==> src/rtl/can_crc_tx_if.sv <==
// ---------------------------------------------------------------------------
// can_crc_tx_if
//   Signal bundle between the transmit frame generator (master) and the
//   transmit CRC engine (slave).
//   Rev 1.0 - initial release
// ---------------------------------------------------------------------------
`default_nettype none

interface can_crc_tx_if;
  logic        tx_point;
  logic        tx_data;
  logic        stuff_bit;
  logic        crc_en;
  logic        initialize;
  logic        fd_frame;
  logic        fd_iso;
  logic [3:0]  dlc;
  logic [2:0]  stuff_count;
  logic        start_crc;
  logic        crc_bit;
  logic        crc_active;
  logic        fixed_stuff;
  logic        crc_done;
  logic [14:0] crc_15;
  logic [16:0] crc_17;
  logic [20:0] crc_21;

  modport master (
    output tx_point, tx_data, stuff_bit, crc_en, initialize, fd_frame, fd_iso,
           dlc, stuff_count, start_crc,
    input  crc_bit, crc_active, fixed_stuff, crc_done, crc_15, crc_17, crc_21
  );

  modport slave (
    input  tx_point, tx_data, stuff_bit, crc_en, initialize, fd_frame, fd_iso,
           dlc, stuff_count, start_crc,
    output crc_bit, crc_active, fixed_stuff, crc_done, crc_15, crc_17, crc_21
  );
endinterface

`default_nettype wire

==> src/rtl/can_crc_tx.sv <==
// ---------------------------------------------------------------------------
// can_crc_tx
//   Transmit-side CAN / CAN FD CRC engine. Accumulates CRC15/17/21 over the
//   transmitted bits and serializes the CRC field (classic CRC15, or FD
//   stuff-count + CRC17/21 with fixed stuff bits).
//   Rev 1.0 - initial release
// ---------------------------------------------------------------------------
`default_nettype none

module can_crc_tx #(
  parameter logic [14:0] CRC15_POL = 15'h4599,
  parameter logic [16:0] CRC17_POL = 17'h1685B,
  parameter logic [20:0] CRC21_POL = 21'h102899
) (
  input  logic         clk,
  input  logic         rst_n,
  can_crc_tx_if.slave  bus
);

  typedef enum logic [1:0] {
    S_IDLE  = 2'd0,
    S_ACCUM = 2'd1,
    S_FIELD = 2'd2,
    S_DONE  = 2'd3
  } state_t;

  typedef enum logic [1:0] {
    MODE_CLASSIC = 2'd0,
    MODE_FD17    = 2'd1,
    MODE_FD21    = 2'd2
  } mode_t;

  state_t      state, state_nxt;
  mode_t       mode;
  logic [14:0] crc15;
  logic [16:0] crc17;
  logic [20:0] crc21;
  logic        last_bit;   // previous bus bit, source of fixed-stuff value
  logic        iso;        // ISO mode latched at start_crc
  logic [3:0]  sc_bits;    // {gray[2:0], parity}, sent MSB first
  logic [4:0]  bit_idx;    // field-bit index (fixed stuff bits excluded)
  logic [1:0]  grp;        // position inside a group of four FD field bits
  logic        in_stuff;   // current FD slot is a fixed stuff bit

  logic        fd_mode;
  logic        sc_phase;
  logic [4:0]  crc_k;
  logic [4:0]  last_idx;
  logic        last_slot;
  logic        field_out;
  logic        crc_bit, crc_active, fixed_stuff, crc_done;
  logic [2:0]  gray;

  function automatic logic [14:0] step15(input logic [14:0] c, input logic b);
    step15 = {c[13:0], 1'b0} ^ ((b ^ c[14]) ? CRC15_POL : 15'd0);
  endfunction

  function automatic logic [16:0] step17(input logic [16:0] c, input logic b);
    step17 = {c[15:0], 1'b0} ^ ((b ^ c[16]) ? CRC17_POL : 17'd0);
  endfunction

  function automatic logic [20:0] step21(input logic [20:0] c, input logic b);
    step21 = {c[19:0], 1'b0} ^ ((b ^ c[20]) ? CRC21_POL : 21'd0);
  endfunction

  assign fd_mode  = (mode != MODE_CLASSIC);
  assign sc_phase = iso && (bit_idx < 5'd4);
  assign crc_k    = bit_idx - (iso ? 5'd4 : 5'd0);
  assign gray     = {bus.stuff_count[2],
                     bus.stuff_count[2] ^ bus.stuff_count[1],
                     bus.stuff_count[1] ^ bus.stuff_count[0]};

  // Index of the final field bit for the latched frame format
  always_comb begin
    last_idx = 5'd14;
    if (fd_mode) begin
      last_idx = ((mode == MODE_FD21) ? 5'd20 : 5'd16) + (iso ? 5'd4 : 5'd0);
    end
  end

  // Bit presented during FIELD: CRC15, fixed stuff, stuff count or CRC17/21
  always_comb begin
    field_out = 1'b0;
    if (!fd_mode) begin
      field_out = crc15[4'd14 - bit_idx[3:0]];
    end else if (in_stuff) begin
      field_out = ~last_bit;
    end else if (sc_phase) begin
      field_out = sc_bits[2'd3 - bit_idx[1:0]];
    end else if (mode == MODE_FD21) begin
      field_out = crc21[5'd20 - crc_k];
    end else begin
      field_out = crc17[5'd16 - crc_k];
    end
  end

  // A tx_point on this slot ends the field (classic stuff bits do not count)
  assign last_slot = fd_mode ? (!in_stuff && (bit_idx == last_idx))
                             : (!bus.stuff_bit && (bit_idx == last_idx));

  // State register
  always_ff @(posedge clk or negedge rst_n) begin
    if (!rst_n) state <= S_IDLE;
    else        state <= state_nxt;
  end

  // Next-state and output decode; initialize overrides every state
  always_comb begin
    state_nxt   = state;
    crc_bit     = 1'b0;
    crc_active  = 1'b0;
    fixed_stuff = 1'b0;
    crc_done    = 1'b0;
    case (state)
      S_IDLE: ;
      S_ACCUM: begin
        if (bus.start_crc) state_nxt = S_FIELD;
      end
      S_FIELD: begin
        crc_active  = 1'b1;
        crc_bit     = field_out;
        fixed_stuff = fd_mode && in_stuff;
        if (bus.tx_point && last_slot) state_nxt = S_DONE;
      end
      S_DONE: begin
        crc_done  = 1'b1;
        state_nxt = S_IDLE;
      end
      default: state_nxt = S_IDLE;
    endcase
    if (bus.initialize) state_nxt = S_ACCUM;
  end

  // CRC accumulation, format latching and field position tracking
  always_ff @(posedge clk or negedge rst_n) begin
    if (!rst_n) begin
      crc15    <= '0;
      crc17    <= '0;
      crc21    <= '0;
      last_bit <= 1'b0;
      mode     <= MODE_CLASSIC;
      iso      <= 1'b0;
      sc_bits  <= '0;
      bit_idx  <= '0;
      grp      <= '0;
      in_stuff <= 1'b0;
    end else if (bus.initialize) begin
      crc15    <= '0;
      crc17    <= bus.fd_iso ? 17'h10000 : 17'd0;
      crc21    <= bus.fd_iso ? 21'h100000 : 21'd0;
      bit_idx  <= '0;
      grp      <= '0;
      in_stuff <= 1'b0;
    end else begin
      case (state)
        S_ACCUM: begin
          if (bus.tx_point) begin
            last_bit <= bus.tx_data;
            if (bus.crc_en) begin
              if (!bus.stuff_bit) crc15 <= step15(crc15, bus.tx_data);
              crc17 <= step17(crc17, bus.tx_data);
              crc21 <= step21(crc21, bus.tx_data);
            end
          end
          if (bus.start_crc) begin
            if (!bus.fd_frame)          mode <= MODE_CLASSIC;
            else if (bus.dlc > 4'd10)   mode <= MODE_FD21;
            else                        mode <= MODE_FD17;
            iso      <= bus.fd_iso;
            sc_bits  <= {gray, ^gray};
            bit_idx  <= '0;
            grp      <= '0;
            in_stuff <= bus.fd_frame;
          end
        end
        S_FIELD: begin
          if (bus.tx_point) begin
            last_bit <= bus.tx_data;
            if (!fd_mode) begin
              if (!bus.stuff_bit) bit_idx <= bit_idx + 5'd1;
            end else if (in_stuff) begin
              in_stuff <= 1'b0;
            end else begin
              if (sc_phase) begin
                crc17 <= step17(crc17, field_out);
                crc21 <= step21(crc21, field_out);
              end
              bit_idx  <= bit_idx + 5'd1;
              grp      <= grp + 2'd1;
              in_stuff <= (grp == 2'd3);
            end
          end
        end
        default: ;
      endcase
    end
  end

  assign bus.crc_bit     = crc_bit;
  assign bus.crc_active  = crc_active;
  assign bus.fixed_stuff = fixed_stuff;
  assign bus.crc_done    = crc_done;
  assign bus.crc_15      = crc15;
  assign bus.crc_17      = crc17;
  assign bus.crc_21      = crc21;

endmodule

`default_nettype wire

==> src/flat_wrapper.sv <==
// flat-port wrapper written by rule: the top's interface ports become plain ports
module can_crc_tx_flat 
#(
  parameter logic [14:0] CRC15_POL = 15'h4599,
  parameter logic [16:0] CRC17_POL = 17'h1685B,
  parameter logic [20:0] CRC21_POL = 21'h102899
)
  (clk, rst_n, bus_tx_point, bus_tx_data, bus_stuff_bit, bus_crc_en, bus_initialize, bus_fd_frame, bus_fd_iso, bus_dlc, bus_stuff_count, bus_start_crc, bus_crc_bit, bus_crc_active, bus_fixed_stuff, bus_crc_done, bus_crc_15, bus_crc_17, bus_crc_21);
  can_crc_tx_if bus_i ();
  input  logic clk;
  input  logic rst_n;
  input wire logic [$bits(bus_i.tx_point)-1:0] bus_tx_point;
  input wire logic [$bits(bus_i.tx_data)-1:0] bus_tx_data;
  input wire logic [$bits(bus_i.stuff_bit)-1:0] bus_stuff_bit;
  input wire logic [$bits(bus_i.crc_en)-1:0] bus_crc_en;
  input wire logic [$bits(bus_i.initialize)-1:0] bus_initialize;
  input wire logic [$bits(bus_i.fd_frame)-1:0] bus_fd_frame;
  input wire logic [$bits(bus_i.fd_iso)-1:0] bus_fd_iso;
  input wire logic [$bits(bus_i.dlc)-1:0] bus_dlc;
  input wire logic [$bits(bus_i.stuff_count)-1:0] bus_stuff_count;
  input wire logic [$bits(bus_i.start_crc)-1:0] bus_start_crc;
  output wire logic [$bits(bus_i.crc_bit)-1:0] bus_crc_bit;
  output wire logic [$bits(bus_i.crc_active)-1:0] bus_crc_active;
  output wire logic [$bits(bus_i.fixed_stuff)-1:0] bus_fixed_stuff;
  output wire logic [$bits(bus_i.crc_done)-1:0] bus_crc_done;
  output wire logic [$bits(bus_i.crc_15)-1:0] bus_crc_15;
  output wire logic [$bits(bus_i.crc_17)-1:0] bus_crc_17;
  output wire logic [$bits(bus_i.crc_21)-1:0] bus_crc_21;
  assign bus_i.tx_point = bus_tx_point;
  assign bus_i.tx_data = bus_tx_data;
  assign bus_i.stuff_bit = bus_stuff_bit;
  assign bus_i.crc_en = bus_crc_en;
  assign bus_i.initialize = bus_initialize;
  assign bus_i.fd_frame = bus_fd_frame;
  assign bus_i.fd_iso = bus_fd_iso;
  assign bus_i.dlc = bus_dlc;
  assign bus_i.stuff_count = bus_stuff_count;
  assign bus_i.start_crc = bus_start_crc;
  assign bus_crc_bit = bus_i.crc_bit;
  assign bus_crc_active = bus_i.crc_active;
  assign bus_fixed_stuff = bus_i.fixed_stuff;
  assign bus_crc_done = bus_i.crc_done;
  assign bus_crc_15 = bus_i.crc_15;
  assign bus_crc_17 = bus_i.crc_17;
  assign bus_crc_21 = bus_i.crc_21;
  can_crc_tx #(.CRC15_POL(CRC15_POL), .CRC17_POL(CRC17_POL), .CRC21_POL(CRC21_POL)) u_core (.clk(clk), .rst_n(rst_n), .bus(bus_i));
endmodule
==> config.mk <==
export PLATFORM = sky130hd
export DESIGN_NAME = can_crc_tx_flat
export DESIGN_NICKNAME = d
export VERILOG_FILES = /design/src/rtl/can_crc_tx_if.sv /design/src/rtl/can_crc_tx.sv /design/src/flat_wrapper.sv
export SDC_FILE = /design/constraint.sdc
export NUM_CORES = 1
export LEC_CHECK = 0
export CORE_UTILIZATION = 50
export DETAILED_ROUTE_END_ITERATION = 6
export GPL_ROUTABILITY_DRIVEN = 0
export PLACE_DENSITY = 0.76
export SYNTH_ARGS = -nofsm -noshare
export SYNTH_HDL_FRONTEND = slang
export SYNTH_SLANG_ARGS = --single-unit
==> constraint.sdc <==
create_clock -name clk -period 7.2 [get_ports clk]
set_input_delay 1.44 -clock clk [delete_from_list [all_inputs] [get_ports clk]]
set_output_delay 1.44 -clock clk [all_outputs]
set_load 0.1 [all_outputs]
Word-level counts from Yosys, hierarchy flattened
Index checks and enable logic that the tools add are counted.

Add/sub/neg operators: 8. $lt $le $gt $ge: 6. Eq/ne operators: 17. Muxes and demuxes: 73. Bitwise gates (word level): 14. Reductions and logical operators: 23.

Operators by type and width (count): $mux W21 (10); $mux W17 (10); $mux W15 (6); $pmux W21 S2 (1); $xor A21 B21 Y21 (2); $mux W5 (7); $pmux W17 S2 (1); $xor A17 B17 Y17 (2); $mux W2 (10); $mux W1 (18); $ne A3 B3 Y1 const B (5); $xor A15 B15 Y15 (1); $lt A5 B6 Y1 const B (2); $bmux W1 S5 (2); $pmux W5 S2 (1); $reduce_and A5 Y1 (2); $sub A5 B5 Y5 const A (2); $ne A3 B2 Y1 const B (3); $reduce_and A3 Y1 (3); $eq A2 B2 Y1 const B (4); $reduce_and A4 Y1 (2); $reduce_bool A2 Y1 (4); $reduce_and A7 Y1 (1); $xor A1 B1 Y1 (7); other kinds (28) (35).

Flip-flop bits (word level): 71. Bits of input ports: 17. Output and inout bits: 57.

Logic depth before layout (Yosys ltp)
Word-level depth: 18. Mapped depth: 14. Gate-level depth less buffers: 11.

Least setup slack after synthesis
OpenSTA, ideal clock, no wires.

Kind: register to output. Start: register u_core.bit_idx[0]. End: output bus_crc_bit. Data arrival time: 3.052 ns. Slack: 2.708 ns. Cell stages (with the launch flop): 11. Path buffers: 3. Cell sequence: dfrtp_1 > buf_4 > buf_2 > inv_1 > ha_1 > buf_2 > mux4_2 > mux2i_1 > nor4b_1 > or4_1 > and4_2.

Cells in the longest elaborated chain, start to end: 9. Elaborated cells between the ends (all ways): 20.

RTL lines: start: declaration (RTL line can_crc_tx.sv:41) `logic [4:0] bit_idx;`; start signal: assignment (RTL line can_crc_tx.sv:180) `if (!bus.stuff_bit) bit_idx <= bit_idx + 5'd1;`; start signal: assignment (RTL line can_crc_tx.sv:188) `bit_idx <= bit_idx + 5'd1;`; $sub A5 B3 Y5 (RTL line can_crc_tx.sv:68) `assign crc_k = bit_idx - (iso ? 5'd4 : 5'd0);`; $sub A5 B5 Y5 (on tied branches) (RTL line can_crc_tx.sv:93, can_crc_tx.sv:91); $bmux W1 S5 (on tied branches) (RTL line can_crc_tx.sv:93, can_crc_tx.sv:91); $mux W1 (on tied branches) (RTL line can_crc_tx.sv:93, can_crc_tx.sv:91); $mux W1 (RTL line can_crc_tx.sv:90) `end else if (mode == MODE_FD21) begin`; $mux W1 (RTL line can_crc_tx.sv:88) `end else if (sc_phase) begin`; $mux W1 (RTL line can_crc_tx.sv:86) `end else if (in_stuff) begin`; $mux W1 (*) (RTL line can_crc_tx.sv:84) `if (!fd_mode) begin`; $mux W1 (*) (RTL line can_crc_tx.sv:114) `case (state)`; end: declaration (RTL line flat_wrapper.sv:22) `output wire logic [$bits(bus_i.crc_bit)-1:0] bus_crc_bit;`.

Mark *: on every way between the ends. The rest lies on a longest branch, timed or not. The select of a mux whose other input is x is not followed.

Final worst setup path
Start: register u_core.bit_idx[1]. End: output bus_crc_bit.

Same word-level chain as after synthesis.

==> flow_results.org <==
** Outcome
- Status :: completed

** Timing
- Measured against its own limit, the worst slew margin works out to between 20% and 30%.
- Final critical-path share of the clock period :: around 81%
- The clock arrives with approximately 0.011 ns of skew.
- For the pin with the worst max-slew slack, the measured transition is 1.17 ns.
- Final count of hold timing violations :: 0
- The max-slew violation count was 0.
- Setup TNS :: 0 ns
- Setup repair after global routing left no endpoint under its margin.
- For this run, the top clock speed supported by timing is 0.171 GHz.
- Counting I/O delays and the setup requirement, the final critical path takes 5.86 ns.
- Finish-stage setup viols :: 0

** Synth
- Average footprint of a synthesized cell :: 9.50 µm²
- Of all flip-flops after synthesis, the portion carrying an async set or reset was 100%.
- Cell type with the largest total area after synthesis :: sky130_fd_sc_hd__dfrtp_1
- In the synthesized netlist, the number of instances is 435.
- Summing every instance area after synthesis gives approximately 4100 µm².
- Proportion of netlist area held by the largest area contributor :: 43.0%
- During synthesis, Yosys emitted a total of 0 warnings.
- The most used flip-flop cell after synthesis is sky130_fd_sc_hd__dfrtp_1.
- Ranked by total cell area, the synthesized netlist is headed by sky130_fd_sc_hd__dfrtp_1 (43%), sky130_fd_sc_hd__nand2_1 (8.3%), sky130_fd_sc_hd__mux4_2 (6.0%).
- When the netlist entered floorplanning its net count stood at 461.
- EDFF count, synth :: 0
- Synth Register Bits :: 71
- Sequential cells were found to cover between 40 and 50% of the synthesized design area.
- Yosys cell types :: 52

** Clock network
- Number of buffers created by CTS :: 9
- PostCTS Resize Cnt :: 0
- Clock network latency to the later pin of the worst-skew pair :: roughly 0.35 ns
- Hold-fix buffers, CTS :: 0
- Post-CTS setup-driven buffer insertion count :: 0
- The clock passes through at most 2 buffers.
- Clk Tree Root Cell :: sky130_fd_sc_hd__clkbuf_8
- Clock tree synthesis found a total of 71 sinks.
- In this run the number of H-tree levels came out at 3.
- Clock transition at path regs :: approximately 0.070 ns
- TritonCTS clock tree :: built

** Final layout
- Ratio of cells with drive above 1 in the final layout :: a little under a tenth
- Area delta synth->final :: 24.2%
- Nets@finish :: about 520
- Antenna Cells :: 0
- Final core occ :: 65.4%

** Worst setup path
- Cell Chain, Critical Path :: inv_1 -> ha_1 -> mux4_2 -> mux2i_1 -> nor4b_1 -> or4_1 -> and4_2 -> clkdlybuf4s50_1
- Crit start category :: register
- Largest stage delay, worst path :: 0.97 ns
- Required time at the endpoint of the critical path :: 5.76 ns
- The critical path in this run is classified as reg2out.
- The worst register-to-register path has a setup slack of between 3 and 4 ns.
- Critical path fanouts, max :: 17
- Crit path max-delay cell type :: sky130_fd_sc_hd__clkdlybuf4s50_1
- Arrival time of data at the critical path endpoint :: approximately 4.4 ns
- STA classifies the critical path endpoint as an output port.

** Routing
- Overall routed net length :: ~10000 µm
- Once detail routing completed, the nets flagged for antenna violations numbered 0.
- DRC errors left :: 0
- The first detailed-routing pass ran for 4 iterations.
- In the final routed layout, each cell accounts on average for ~17 µm.
- Number of vias per cell :: 5.79
- The final route contains roughly 3500 vias.
- After the first detailed-routing iteration, the DRC count stood at slightly above 200.

** Global routing
- Entering global routing, the biggest net connects 72 pins.
- For this run, the total global-route usage over all layers was measured as around 25%.
- Initial antenna violation count :: 0
- Total congestion overflow after global routing :: 0
- Via count of the first global-routing pass :: between 3000 and 4000
- The first global-routing pass estimated approximately 17000 µm of wire.

** Min path
- Path type of the worst min-delay path :: reg2reg

** Pwr
- PwrDens :: roughly 370 nW/µm²
- Leakage power summed over all cells :: just over 2 nW
- Across the VDD grid, the largest voltage drop is 240 µV.

** Placement
- After legalization and detailed placement, the total HPWL measured around 7000 µm.
- The count of buffers added on input and output ports is 73.

** Floorplan
- From left edge to right edge, the die measures between 90 and 100 µm.
- Standard cell core area :: around 8000 µm²
- Die span in y :: slightly above 90 µm
- I/O pin count :: 74
- The floorplan step defined a die boundary enclosing 8640 µm².
- After floorplanning, the core was divided into 32 placement rows.
- The initial utilization of the core area, before any placement, comes to between 50% and 60%.

** Flow run
- Number of maximum-capacitance constraint violations :: 0
-- worst paths after layout --
| path | startpoint | to | cells past startpoint |
|---|---|---|---|
| max | u_core.bit_idx[1]$_DFFE_PN0P_ | bus_crc_bit | 8 |
| max reg2reg | u_core.bit_idx[1]$_DFFE_PN0P_ | u_core.bus.crc_17[6]$_DFFE_PN0P_ | 10 |
| max in group asynchronous | rst_n | u_core.bus.crc_17[9]$_DFFE_PN0P_ | 2 |
| min reg2reg | u_core.sc_bits[2]$_DFFE_PN0P_ | u_core.sc_bits[2]$_DFFE_PN0P_ | 2 |
| min | u_core.sc_bits[2]$_DFFE_PN0P_ | u_core.sc_bits[2]$_DFFE_PN0P_ | 2 |
| min in group asynchronous | rst_n | u_core.state[1]$_DFFE_PN0P_ | 2 |
-- power breakdown --
group	switching, mW	internal [mW]
clock	0.157	0.205
combinational	0.670	0.306
sequential	0.0781	0.467
-- Yosys cell counts (3+ instances only) --
cell                        count
sky130_fd_sc_hd__xor2_1        10
sky130_fd_sc_hd__nor2b_1        7
sky130_fd_sc_hd__dfrtp_1       71
sky130_fd_sc_hd__nor3_1         5
sky130_fd_sc_hd__xnor2_1       22
sky130_fd_sc_hd__buf_2          3
sky130_fd_sc_hd__inv_1         12
sky130_fd_sc_hd__a2111oi_0      3
sky130_fd_sc_hd__mux2_2         6
sky130_fd_sc_hd__mux2i_1        6
sky130_fd_sc_hd__and4_1         3
sky130_fd_sc_hd__o21a_1         3
sky130_fd_sc_hd__a21o_1         4
sky130_fd_sc_hd__ha_1           9
sky130_fd_sc_hd__clkbuf_1      20
sky130_fd_sc_hd__a211oi_1      13
sky130_fd_sc_hd__a21oi_1       45
sky130_fd_sc_hd__nand3_1        8
sky130_fd_sc_hd__nand2_1       91
sky130_fd_sc_hd__nor3b_1        3
sky130_fd_sc_hd__o21ai_0       14
sky130_fd_sc_hd__nand2b_1       6
sky130_fd_sc_hd__mux4_2        11
sky130_fd_sc_hd__nor2_1        23
-- layout by cell type (no fill, tap or decap), types with 7 or more instances in the layout --
| cell type | count |
|---|---|
| sky130_fd_sc_hd__a211oi_1 | 13 |
| sky130_fd_sc_hd__a21oi_1 | 45 |
| sky130_fd_sc_hd__clkbuf_8 | 10 |
| sky130_fd_sc_hd__clkdlybuf4s50_1 | 71 |
| sky130_fd_sc_hd__dfrtp_1 | 71 |
| sky130_fd_sc_hd__ha_1 | 9 |
| sky130_fd_sc_hd__inv_1 | 12 |
| sky130_fd_sc_hd__mux4_2 | 11 |
| sky130_fd_sc_hd__nand2_1 | 91 |
| sky130_fd_sc_hd__nand3_1 | 8 |
| sky130_fd_sc_hd__nor2_1 | 23 |
| sky130_fd_sc_hd__nor2b_1 | 7 |
| sky130_fd_sc_hd__o21ai_0 | 14 |
| sky130_fd_sc_hd__xnor2_1 | 22 |
| sky130_fd_sc_hd__xor2_1 | 10 |
-- cell families after synthesis --
family,share of synthesized area (%)
buffers and inverters,3.54
AO/OA/AOI/OAI,15.0
AND/OR/NAND/NOR,18.2
XOR/XNOR,8.50
adder cells (fa/ha/maj),2.72
multiplexers,9.08
flip-flops,43.0
-- layer usage --
layer  track usage [%]  wire (µm)  up-vias  share of wire, %
li1                  -          -     1646                 -
met1              35.8       4680     1739                45
met2              40.1       4970      108                48
met3              3.94        573       11               5.5
met4              8.97        127        0               1.2
met5                 0          0        -                 0
-- registers in the layout, indices dropped and copies added (netlist names) --
signal and flops:
u_core.in_stuff 1, u_core.bit_idx 5, u_core.iso 1, u_core.mode 2, u_core.last_bit 1, u_core.grp 2, u_core.sc_bits 4, u_core.bus.crc_15 15
u_core.bus.crc_17 17, u_core.state 2, u_core.bus.crc_21 21
-- through the flow --
stage	cells	power, mW	cell area [µm²]	setup WS, ns	hold WS, ns
after floorplan	435	1.30	4130	2.71	0.445
after global placement	589	1.50	4910	1.82	0.476
after detailed placement	589	1.52	4910	1.69	0.492
after CTS	605	1.89	5130	1.32	0.505
after global routing	605	1.98	5130	1.21	0.532
final	605	1.88	5130	1.34	0.504
-- worst max-delay path: cells and delay by family (launching register included) --
family                     cells  cell delay, ns
muxes                          2            0.74
adders and majority gates      1            0.80
buffers and inverters          2            1.05
and+or+nand+nor                3            0.93
DFF                            1            0.54
-- layout make-up --
type,instances,area [µm²]
clock buffers,11,141
clock inverters,5,81.3
well taps,102,128
flip-flops and latches,71,1780
inverters,12,45.0
fillers,650,2710
multi-input cells,327,2210
repair buffers,77,751
Power figures use the tool's default switching activity.
